## config.mk

```make
export PLATFORM = sky130hd
export DESIGN_NAME = proj_fm_serializer
export DESIGN_NICKNAME = d
export VERILOG_FILES = /design/src/rtl/proj_fm_serializer.sv
export SDC_FILE = /design/constraint.sdc
export NUM_CORES = 1
export LEC_CHECK = 0
export BUFFER_PORTS_ARGS = -buffer_cell sky130_fd_sc_hd__buf_2
export CAP_MARGIN = 10
export CORE_MARGIN = 1.5
export CORE_UTILIZATION = 25
export CTS_CLUSTER_DIAMETER = 80
export DETAILED_ROUTE_END_ITERATION = 10
export HOLD_SLACK_MARGIN = 0.05
export PLACE_DENSITY_LB_ADDON = 0.05
export RECOVER_POWER = 100
export REMOVE_ABC_BUFFERS = 1
export SYNTH_ARGS = -nofsm -noshare
export SYNTH_HDL_FRONTEND = slang
export SYNTH_SLANG_ARGS = --single-unit
```

## constraint.sdc

```tcl
create_clock -name in_clk -period 2.4 [get_ports in_clk]
set_input_delay 0.48 -clock in_clk [delete_from_list [all_inputs] [get_ports in_clk]]
set_output_delay 0.48 -clock in_clk [all_outputs]
set_load 0.02 [all_outputs]
```

## src/rtl/proj_fm_serializer.sv

```systemverilog
// Chunk-to-word serializer: buffers CHUNK_SIZE-word chunks in a circular buffer and
// emits them one word per handshake, flagging the last word of each feature-map frame.
module proj_fm_serializer #(
  parameter int BUFFER_COUNT = 2,
  parameter int RAMS         = 2,
  parameter int ENTRIES      = 2,
  parameter int OFFSET       = 1,
  parameter int CHUNK_SIZE   = 2,
  parameter int DATA_BITS    = 8
) (
  input  logic                                 in_clk,
  input  logic                                 in_rst,
  input  logic                                 in_valid,
  output logic                                 in_ready,
  input  logic [CHUNK_SIZE*DATA_BITS-1:0]      in_rdata,
  output logic                                 out_valid,
  input  logic                                 out_ready,
  output logic [DATA_BITS-1:0]                 out_wdata,
  output logic                                 out_last,
  output logic [$clog2(BUFFER_COUNT+1)-1:0]    out_level
);

  localparam int FRAME_WORDS = RAMS * ENTRIES * OFFSET;
  localparam int PTR_W  = (BUFFER_COUNT > 1) ? $clog2(BUFFER_COUNT) : 1;
  localparam int LVL_W  = $clog2(BUFFER_COUNT + 1);
  localparam int IDX_W  = (CHUNK_SIZE > 1) ? $clog2(CHUNK_SIZE) : 1;
  localparam int FCNT_W = (FRAME_WORDS > 1) ? $clog2(FRAME_WORDS) : 1;

  localparam logic [PTR_W-1:0]  PTR_LAST  = PTR_W'(BUFFER_COUNT - 1);
  localparam logic [LVL_W-1:0]  LVL_FULL  = LVL_W'(BUFFER_COUNT);
  localparam logic [IDX_W-1:0]  IDX_LAST  = IDX_W'(CHUNK_SIZE - 1);
  localparam logic [FCNT_W-1:0] FCNT_LAST = FCNT_W'(FRAME_WORDS - 1);

  logic [CHUNK_SIZE-1:0][DATA_BITS-1:0] slots [BUFFER_COUNT];

  logic [PTR_W-1:0]  wr_ptr;
  logic [PTR_W-1:0]  rd_ptr;
  logic [LVL_W-1:0]  count;
  logic [IDX_W-1:0]  word_idx;
  logic [FCNT_W-1:0] frame_cnt;

  logic accept;
  logic pop_word;
  logic pop_chunk;

  // Explicit compare-and-wrap so non-power-of-two depths wrap correctly.
  function automatic logic [PTR_W-1:0] ptr_next(input logic [PTR_W-1:0] p);
    return (p == PTR_LAST) ? '0 : p + PTR_W'(1);
  endfunction

  // All handshake qualifiers derive from registered state only.
  assign in_ready  = (count < LVL_FULL);
  assign out_valid = (count != '0);
  assign out_level = count;
  assign out_wdata = slots[rd_ptr][word_idx];
  assign out_last  = out_valid && (frame_cnt == FCNT_LAST);

  assign accept    = in_valid && in_ready && !in_rst;
  assign pop_word  = out_valid && out_ready && !in_rst;
  assign pop_chunk = pop_word && (word_idx == IDX_LAST);

  always_ff @(posedge in_clk) begin
    if (in_rst) begin
      wr_ptr    <= '0;
      rd_ptr    <= '0;
      count     <= '0;
      word_idx  <= '0;
      frame_cnt <= '0;
    end else begin
      if (accept) begin
        wr_ptr <= ptr_next(wr_ptr);
      end
      if (pop_word) begin
        word_idx  <= (word_idx == IDX_LAST) ? '0 : word_idx + IDX_W'(1);
        frame_cnt <= (frame_cnt == FCNT_LAST) ? '0 : frame_cnt + FCNT_W'(1);
      end
      if (pop_chunk) begin
        rd_ptr <= ptr_next(rd_ptr);
      end
      case ({accept, pop_chunk})
        2'b10:   count <= count + LVL_W'(1);
        2'b01:   count <= count - LVL_W'(1);
        default: count <= count;
      endcase
    end
  end

  // Slot storage carries data only; reset leaves stale contents, which are unreachable.
  always_ff @(posedge in_clk) begin
    if (accept) begin
      slots[wr_ptr] <= in_rdata;
    end
  end

endmodule
```

After elaboration in Yosys (flattened, before gate mapping)
Memory sizes are Yosys's and may differ from the RTL's. A register that Yosys moved wholly into a read port is not among the register bits.
Index checks and enable logic that the tools add are counted.
{"block": "word_totals", "ram_bits": 32, "latchBits": 0, "elab_cells": 37, "output_inout_bits": 13, "inputBits": 20, "rom_bits": 0, "n_memories": 1, "register_bits": 7}
{"name": "slots", "words": 2, "word_bits": 16, "rd": 1, "rd_clocked_by_memory_dff": 1, "wr": 1, "line_no": "34", "source": "logic [CHUNK_SIZE-1:0][DATA_BITS-1:0] slots [BUFFER_COUNT];"}
{"block": "op_classes", "n_reduce_logical": 9, "bitwise": 0, "eq_ne": 3, "mux": 11, "n_addsub": 6, "div_mod_pow": 0, "shifts": 0, "multipliers": 0, "order_cmp": 2}
{"op": "8-bit 2-to-1 mux", "count": 2}
{"op": "1-bit 2-to-1 mux", "count": 7}
{"op": "1-bit logical AND", "count": 6}
{"op": "2-bit by 1-bit adder with 2-bit output, second input constant", "count": 2}
{"op": "2-bit == test, second input constant", "count": 2}
{"op": "2-bit case mux with 2 select lines", "count": 1}
{"op": "2-bit nonzero test", "count": 2}
{"op": "1-bit adder, second input constant", "count": 3}
{"op": "2-bit by 1-bit == test with 1-bit output, second input constant", "count": 1}
{"op": "1-bit by 2-bit < comparator with 1-bit output, second input constant", "count": 1}
{"op": "2-bit < comparator, second input constant", "count": 1}
{"op": "2-bit 2-to-1 mux", "count": 1}
{"op": "2-bit by 1-bit subtractor with 2-bit output, second input constant", "count": 1}
{"op": "1-bit zero test", "count": 1}

Logic depth before layout (Yosys ltp)
Gate-level depths: netlist (run 1).
{"block": "depth", "depth_word": 6, "ltp_mapped": 7, "depth_no_buf": 6}

Worst setup path before layout (run 1)
Ideal clock, no wire load.
{"block": "synth_path", "path_type": "in2reg", "startpoint": "in in_rst", "endpoint": "mem slots[1][0] (netlist name) (enable)", "n_path_buf": 1, "arrival_time_ps": 1555, "path_stages": 3, "setup_time_ps": 389, "slack_ps": 456, "required_time_ps": 2011, "cell_sequence": "clkbuf_1 -> nand2b_1 -> nor2_1"}
{"block": "synth_between", "elab_chain_cells": 4}
{"element": "start: declaration", "line_no": "12", "source": "input logic in_rst,"}
{"element": "1-bit zero test", "line_no": "58", "source": "assign accept = in_valid && in_ready && !in_rst;"}
{"element": "1-bit logical AND", "line_no": "58"}
{"element": "1-bit 2-to-1 mux", "line_no": "90", "source": "if (accept) begin"}
{"element": "1-bit 2-to-1 mux (implied by the code)", "line_no": "91", "source": "slots[wr_ptr] <= in_rdata;"}
{"element": "end: declaration", "line_no": "34"}
Every way passes these cells.

==> results.json, run 1 <==
{
  "post_cts_resized": 0,
  "antenna_found_initial": 0,
  "cap_violations": 0,
  "syn_area_um2": 1504,
  "wire_per_inst_um": 12.93,
  "yosysMostFrequentCell": "edfxtp_1",
  "final_hold_viol_count": 0,
  "dp_hpwl_mm": 1.726,
  "clk_pin_slew_ns": 0.07,
  "die_h_um": 80.56,
  "layout_min_cycle_time_ns": 2.152,
  "required_ns": 1.92,
  "cp_num_buf_inv": 2,
  "reg2reg_from": "out_level[1]",
  "synth.top_cells.by_count": "edfxtp_1, nor2_1, dfxtp_1, mux4_2, xor2_1",
  "postLayoutCellArea_um2": 1819,
  "ys_top_cells_by_area": "edfxtp_1, mux4_2, dfxtp_1",
  "ant_nets": 0,
  "crit_family": "multiplexers",
  "ys_seq_area_frac": 0.7454,
  "io_pins": 33,
  "synth_top_cell_by_area": "edfxtp_1",
  "synth_top_area_share": 0.6389,
  "die_area_um2": 6490,
  "grt_pass1_vias": 810,
  "fin_tns_setup_ns": 0,
  "path_cells": "buf_4, mux4_2, clkbuf_1",
  "final_nets": 144,
  "h-tree-depth": 2,
  "postCtsSetupRepairBufs": 0,
  "cp_max_fo": 5,
  "status": "complete, no violations",
  "hold_depth": 1,
  "hold_class": "primary input to flip-flop",
  "fp.dieW_um": 80.56,
  "critPathLaunchType": "flip-flop",
  "grt_pass1_wl_mm": 4.029,
  "ir_drop_v": 0.0002411,
  "synth_edf_count": 32,
  "cp_slowest_cell": "mux4_2",
  "drc": 0,
  "netlist_instances": 82,
  "grt-ovfl-total": 0,
  "p_per_area_nw_per_um2": 727.4,
  "slowest_delay_ns": 0.52,
  "syn_to_final_growth_pct": 20.96,
  "fmax_ghz": 0.4647,
  "hp-start": "in_rdata[15]",
  "vias_per_cell": 4.066,
  "yosys_most_used_dff": "edfxtp_1",
  "cts-root-buf": "clkbuf_8",
  "coreArea_um2": 5851,
  "finClkSkew_ns": 0.002372,
  "slew_headroom": 0.3268,
  "synth-seq-cells": 40,
  "rrSetupSlack_ns": 0.49,
  "drt-initial-drc-count": 34,
  "antenna_cells": 0,
  "finalMaxSlewViolations": 0,
  "r2r-end": "slots[0][13]",
  "cts_num_sinks": 40,
  "grt_max_degree": 17,
  "crit_type": "flip-flop to primary output",
  "critical_path_arrival_ns": 1.67,
  "finalWeightedCongestion": 0.6274,
  "avgSynthCellArea_um2": 18.34,
  "port_buffers": 32,
  "cts_inserted_buffers": 5,
  "setup_viol": 0,
  "firstDrtPassIters": 4,
  "track_usage": 0.09006,
  "reg2reg_depth": 4,
  "totalWireLength_mm": 2.548,
  "p_leak_uw": 0.0006084,
  "yosysUniqueCellTypes": 21,
  "clk_latency_ns": 0.28,
  "vias": 801,
  "crit_path_end_kind": "primary output",
  "cts_tree": "yes",
  "drive_gt1_frac": 0.2377,
  "worstMarginPinSlew_ns": 1.010,
  "min_to": "slots[0][15]",
  "start_util": 0.2571,
  "rsz0062_at_grt": "no",
  "cts_buffer_depth": 2,
  "rows": 28,
  "synthArstFlopShare": 0,
  "postCtsHoldBufs": 0,
  "ys_warn_count": 0,
  "fin_crit_sh": 0.8966,
  "placed_cell_area_um2": 1774
}
[layout make-up]
cell class	instances	area, um^2
tap	75	93.84
multi-input combinational	37	361.6
clock buffer	7	76.32
timing repair buffer	36	158.9
inverter	2	7.507
fill	585	4031
sequential	40	1121
[where the power goes]
part,leakage (uW),total (uW),switching (uW),internal (uW)
registers,0.000359,796,13.5,783
logic,0.000211,123,73.4,49.2
clock network,0.0000383,404,204,200
total,0.000608,1320,291,1030
[metal layers]
metal | vias to the layer above | global-route usage | part of all wire
li1 | 390 | - | -
met1 | 380 | 0.1012 | 0.43
met2 | 23 | 0.1412 | 0.48
met3 | 8 | 0.03636 | 0.066
met4 | 0 | 0.05690 | 0.024
met5 | - | 0 | 0
[state kept, by name, summed over array words and instances (netlist names), named ones only]
| register | cells |
|---|---|
| out_level | 2 |
| slots | 32 |
| wr_ptr | 1 |
| word_idx | 1 |
| frame_cnt | 2 |
| rd_ptr | 1 |
[stage by stage]
stage,utilization,total power (uW),instances,worst slack (ns),hold WS (ns)
after floorplan,-,886.3,79,0.5427,0.4432
final,0.3110,1323,197,0.2483,0.3841
after global routing,0.3110,1393,197,0.1523,0.3669
after CTS,0.3163,1360,197,0.2154,0.3690
after global placement,0.3033,942.5,190,0.5756,0.4623
after detailed placement,0.3033,944.8,190,0.5354,0.4766
[cell families after synthesis]
group           after synthesis  synth area share
flops                        40            0.7454
simple gates                 16           0.04992
mux                           9            0.1265
compound gates                5           0.01830
xor+xnor                      5           0.02912
buf+inv                       5           0.01414
fa+ha+maj                     2           0.01664
[layout by cell type, fill, tap and decap left out]
cell type	netlist	routed
nor2_1	9	9
o211ai_1	1	1
nand2_1	1	1
buf_2	2	13
inv_1	2	2
edfxtp_1	32	32
nand2b_1	1	1
buf_4	0	2
or2_2	1	1
xnor2_1	2	2
clkbuf_8	0	5
mux4_2	8	8
nor2b_1	1	1
or3_1	2	2
mux2i_1	1	1
a21oi_1	2	2
xor2_1	3	3
and2_1	1	1
o21ai_0	1	2
dfxtp_1	8	8
ha_1	2	2
clkbuf_1	1	23
[how the worst max path moves through the flow]
stage / slack [ns] / end / cells past startpoint
5_1_grt: 0.15 / out_wdata[1] / 3
4_1_cts: 0.22 / out_wdata[1] / 3
6_report: 0.25 / out_wdata[1] / 3
2_1_floorplan: 0.54 / slots[1][0] / 3
3_5_place_dp: 0.54 / out_wdata[1] / 3
3_3_place_gp: 0.58 / out_wdata[1] / 3
(Power assumes the default switching activity.)
==> inputs of run 2 (changes only) <==
CELL_PAD_IN_SITES_DETAIL_PLACEMENT = 1   (was unset)
CELL_PAD_IN_SITES_GLOBAL_PLACEMENT = 1   (was unset)
==> run 2 against run 1 <==
  * Worst hold slack worse by 0.0063 ns
  * Global-route usage grew 0.87 points
  * Utilization is essentially flat
  * Cell area up 0.14%
  * Sequential share of layout area down 0.085 points
  * Clock-buffer cell count is the same
  * Wire length is 13% higher
  * Critical endpoint is now out_wdata[7]
  * Largest cell class unchanged
  * Highest routed layer unchanged
==> results.json, run 2 (synthesis results as in run 1) <==
{
  "dp_hpwl_mm": 2.062,
  "p_leak_uw": 0.0006072,
  "cts-root-buf": "clkbuf_8",
  "die_area_um2": 6490,
  "clk_pin_slew_ns": 0.07,
  "fin_tns_setup_ns": 0,
  "rrSetupSlack_ns": 0.45,
  "finalWeightedCongestion": 0.6673,
  "status": "complete, no violations",
  "worstMarginPinSlew_ns": 0.9949,
  "fp.dieW_um": 80.56,
  "grt-ovfl-total": 0,
  "dpl.cell_count": 190,
  "die_h_um": 80.56,
  "ir_drop_v": 0.0002306,
  "crit_path_end_kind": "primary output",
  "start_util": 0.2571,
  "firstDrtPassIters": 4,
  "port_buffers": 32,
  "slew_headroom": 0.3368,
  "cts_num_sinks": 40,
  "syn_to_final_growth_pct": 21.13,
  "cap_violations": 0,
  "r2r-end": "slots[0][6]",
  "p_per_area_nw_per_um2": 732.8,
  "cts_buffer_depth": 2,
  "final_common_cell": "edfxtp_1",
  "required_ns": 1.92,
  "cp_num_buf_inv": 2,
  "slowest_delay_ns": 0.52,
  "drt-initial-drc-count": 38,
  "path_cells": "buf_4, mux4_2, clkbuf_1",
  "min_to": "slots[0][11]",
  "antenna_cells": 0,
  "instances_no_fill": 198,
  "crit_type": "flip-flop to primary output",
  "vias": 828,
  "hold_class": "primary input to flip-flop",
  "layout_common_cells": "edfxtp_1, clkbuf_1, buf_2",
  "finalMaxSlewViolations": 0,
  "vias_per_cell": 4.182,
  "totalWireLength_mm": 2.879,
  "reg2reg_from": "out_level[1]",
  "critical_path_arrival_ns": 1.60,
  "postLayoutCellArea_um2": 1822,
  "track_usage": 0.09872,
  "post_cts_resized": 0,
  "postCtsSetupRepairBufs": 0,
  "drive_gt1_frac": 0.2276,
  "grt_max_degree": 17,
  "crit_family": "multiplexers",
  "regArea_um2": 1121,
  "hold_depth": 1,
  "rsz0062_at_grt": "no",
  "hp-start": "in_rdata[11]",
  "io_pins": 33,
  "cts_tree": "yes",
  "largest_register_ffs": 32,
  "multi_input_comb_area_um2": 361.6,
  "placed_cell_area_um2": 1774,
  "coreArea_um2": 5851,
  "clk_latency_ns": 0.28,
  "drc": 0,
  "grt_pass1_vias": 879,
  "critPathLaunchType": "flip-flop",
  "fillers": 617,
  "reg2reg_depth": 4,
  "postCtsHoldBufs": 0,
  "grt_pass1_wl_mm": 4.512,
  "fin_crit_sh": 0.8679,
  "setup_viol": 0,
  "final_nets": 144,
  "largest-register": "slots",
  "wire_per_inst_um": 14.54,
  "h-tree-depth": 2,
  "final_hold_viol_count": 0,
  "finClkSkew_ns": 0.002324,
  "layout_min_cycle_time_ns": 2.083,
  "cts_inserted_buffers": 5,
  "antenna_found_initial": 0,
  "cp_slowest_cell": "mux4_2",
  "ant_nets": 0,
  "cp_max_fo": 6,
  "rows": 28,
  "fmax_ghz": 0.4801
}
-- run 2: changes by cell type in the layout (fill, tap and decap cells not counted), sizes merged --
cell	previous run	this run
buf	15	14
clkbuf	28	29
clkinv	0	1
-- run 2: worst max path at each step --
stage,cells past startpoint,start,endpoint,slack (ns)
after floorplan,3,in_valid,slots[1][0],0.54
after global placement,3,flip-flop,out_wdata[7],0.63
after detailed placement,3,flip-flop,out_wdata[6],0.61
after CTS,3,flip-flop,out_wdata[6],0.29
after global routing,3,flip-flop,out_wdata[7],0.22
final,3,flip-flop,out_wdata[7],0.32
-- run 2: cell type report --
type / count / share of cell area
clock buffers: 7 / 0.04190
clock inverters: 1 / 0.002060
inverters: 2 / 0.004121
multi-input cells: 37 / 0.1985
flip-flops and latches: 40 / 0.6154
well taps: 75 / 0.05151
repair buffers: 36 / 0.08654
-- run 2: metrics by stage --
stage	setup slack [ns]	hold slack, ns	utilization	total power, uW
after floorplan	0.5427	0.4432	-	886.3
after global placement	0.6282	0.4584	0.3033	944.0
after detailed placement	0.6142	0.4865	0.3033	948.8
after CTS	0.2930	0.3686	0.3169	1368
after global routing	0.2228	0.3649	0.3114	1400
final	0.3171	0.3778	0.3114	1335
-- run 2: layer usage --
layer | global-route usage | routed length [um] | up-vias
li1 | - | - | 389
met1 | 0.1228 | 1318 | 412
met2 | 0.1479 | 1340 | 22
met3 | 0.04432 | 175 | 5
met4 | 0.04138 | 45 | 0
met5 | 0 | 0 | -
-- run 2: power by group --
part	internal (uW)	switching (uW)	leakage, uW
logic	49.2	76.1	0.000208
registers	783	14.2	0.000359
clock network	202	210	0.0000399
total	1030	301	0.000607
==> inputs of run 3 (changes only) <==
ABC_AREA = 1   (was unset)
CORE_ASPECT_RATIO = 1.25   (was unset)
==> run 3 against run 2 <==
  * Cell area rose by 5.3%
  * Clock-buffer cell count fell by 2
  * Sequential power fell by 1%
  * Sequential cell count did not move
  * Wire length rose by 26%
  * Setup slack improved by 0.040 ns
  * Synthesized cell count rose by 62%
  * Area after synthesis rose by 5.9%
  * Via count rose by 31%
  * Non-clock buffer count fell by 1
  * Sequential share of layout area fell by 3.1 points
==> results.json, run 3 <==
{
  "start_util": 0.2583,
  "die_h_um": 92.24,
  "largest_register_ffs": 32,
  "cts_num_sinks": 40,
  "clk_pin_slew_ns": 0.08,
  "ys_top_cells_by_area": "edfxtp_1, dfxtp_1, nor2_1",
  "layout_common_cells": "edfxtp_1, nor2_1, clkbuf_1",
  "final_common_cell": "edfxtp_1",
  "antenna_found_initial": 0,
  "grt_pass1_vias": 1231,
  "slowest_delay_ns": 0.51,
  "crit_type": "flip-flop to primary output",
  "track_usage": 0.1197,
  "yosysUniqueCellTypes": 20,
  "p_seq_frac": 0.554,
  "setup_viol": 0,
  "cts_tree": "yes",
  "final_hold_viol_count": 0,
  "coreArea_um2": 6166,
  "ir_drop_v": 0.0002641,
  "cts_buffer_depth": 2,
  "fin_tns_setup_ns": 0,
  "instances_no_fill": 258,
  "dp_hpwl_mm": 2.692,
  "cts-root-buf": "clkbuf_8",
  "regArea_um2": 1121,
  "fillers": 738,
  "grt-ovfl-total": 0,
  "netlist_instances": 133,
  "syn_to_final_growth_pct": 20.42,
  "yosysMostFrequentCell": "edfxtp_1",
  "drive_gt1_frac": 0.1734,
  "rsz0062_at_grt": "no",
  "drc": 0,
  "vias_per_cell": 4.209,
  "critical_path_arrival_ns": 1.56,
  "hold_slack_ns": 0.3769,
  "synth_top_area_share": 0.6033,
  "largest-register": "slots",
  "layout_min_cycle_time_ns": 2.043,
  "finClkSkew_ns": 0.007658,
  "critPathLaunchType": "flip-flop",
  "p_switching_uw": 311.8,
  "syn_area_um2": 1593,
  "sw_frac_of_total": 0.2191,
  "p_leak_uw": 0.0007017,
  "grt_pass1_wl_mm": 6.016,
  "yosys_most_used_dff": "edfxtp_1",
  "clk_latency_ns": 0.29,
  "die_area_um2": 6862,
  "firstDrtPassIters": 4,
  "synth.top_cells.by_count": "edfxtp_1, nor2_1, o21ai_0",
  "fp.dieW_um": 74.39,
  "totalWireLength_mm": 3.623,
  "cp_num_buf_inv": 2,
  "fmax_ghz": 0.4894,
  "hold_class": "primary input to flip-flop",
  "ant_nets": 0,
  "cp_max_fo": 10,
  "postCtsHoldBufs": 0,
  "required_ns": 1.92,
  "post_cts_resized": 0,
  "synth_top_cell_by_area": "edfxtp_1",
  "synth_edf_count": 32,
  "ys_warn_count": 0,
  "cap_violations": 0,
  "multi_input_comb_area_um2": 382.9,
  "cts_inserted_buffers": 5,
  "dpl.cell_count": 250,
  "worstMarginPinSlew_ns": 0.9987,
  "synth-seq-cells": 40,
  "finalMaxSlewViolations": 0,
  "fin_crit_sh": 0.8514,
  "final_util": 0.3111,
  "crit_family": "flip-flops",
  "internal_power_uw": 1111,
  "antenna_cells": 0,
  "status": "complete, no violations",
  "slew_headroom": 0.3342,
  "power.share.clock": 0.373,
  "postLayoutCellArea_um2": 1918,
  "wire_per_inst_um": 14.04,
  "io_pins": 33,
  "h-tree-depth": 2,
  "finalWeightedCongestion": 0.7117,
  "ys_seq_area_frac": 0.7038,
  "final_nets": 194,
  "drt-initial-drc-count": 65,
  "grt_max_degree": 17,
  "placed_cell_area_um2": 1854,
  "postCtsSetupRepairBufs": 0,
  "synthArstFlopShare": 0,
  "rows": 32,
  "vias": 1086,
  "path_cells": "buf_4, o21ai_0, o22ai_1, clkbuf_1",
  "p_comb_frac": 0.073,
  "port_buffers": 32,
  "avgSynthCellArea_um2": 11.98,
  "cp_slowest_cell": "dfxtp_1",
  "p_per_area_nw_per_um2": 742.0,
  "crit_path_end_kind": "primary output"
}
-- run 3: cell types whose count changed in the layout (fill, tap and decap cells not counted), sizes merged, moves of 5 or more --
| cell | delta |
|---|---|
| nand2 | +13 |
| o22ai | +8 |
| inv | +11 |
| nor2 | +17 |
| mux4 | -8 |
| o21ai | +15 |
| nand3 | +5 |
-- run 3: kinds of logic (layout without fill, tap and decap cells) --
kind of cell,Yosys count,after routing,share of synthesized area
AND/OR/NAND/NOR,47,47,0.1328
flip-flops,40,40,0.7038
AO/OA/AOI/OAI,28,28,0.09977
buffers and inverters,16,56,0.04791
adder cells (fa/ha/maj),2,2,0.01571
-- run 3: through the flow --
step           total power [uW]  setup WS, ns
2_1_floorplan             862.9        0.5879
3_3_place_gp              916.7        0.7665
3_5_place_dp              919.8        0.7045
4_1_cts                    1450        0.3796
5_1_grt                    1476        0.1892
6_report                   1423        0.3566
-- run 3: worst paths after layout --
check,cells after the start,from,endpoint,slack (ns)
max,4,flip-flop,out_wdata[7],0.36
min,1,in_rdata[1],slots[1][1],0.38
min reg2reg,2,frame_cnt[1],frame_cnt[1],0.50
max reg2reg,4,out_level[1],slots[1][13],0.46
-- run 3: area by class of cell --
| cell class | instances | share of cell area |
|---|---|---|
| clock buffer | 5 | 0.03588 |
| clock inverter | 3 | 0.01957 |
| inverter | 13 | 0.02544 |
| multi-input combinational | 77 | 0.1996 |
| sequential | 40 | 0.5845 |
| tap | 85 | 0.05545 |
| timing repair buffer | 35 | 0.07958 |
-- run 3: power by group through the flow --
| stage | clock network, uW | registers, uW | logic [uW] |
|---|---|---|---|
| floorplan | 0 | 802 | 61.1 |
| global placement | 0 | 805 | 112 |
| detailed placement | 0 | 804 | 116 |
| CTS | 546 | 788 | 116 |
| global route | 568 | 791 | 118 |
| finish | 531 | 788 | 104 |
-- run 3: worst reg2reg max path, stage by stage, from the launching register on --
cell      delay (ns)
dfxtp_1         0.36
inv_1           0.11
nand3_1         0.15
nor2_1          0.17
clkbuf_1        0.77
-- run 3: per-layer routing --
layer	up-vias	track usage	wire, um
li1	541	-	-
met1	518	0.1315	1493
met2	22	0.2150	1929
met3	5	0.02308	133
met4	0	0.05455	66
met5	-	0	0
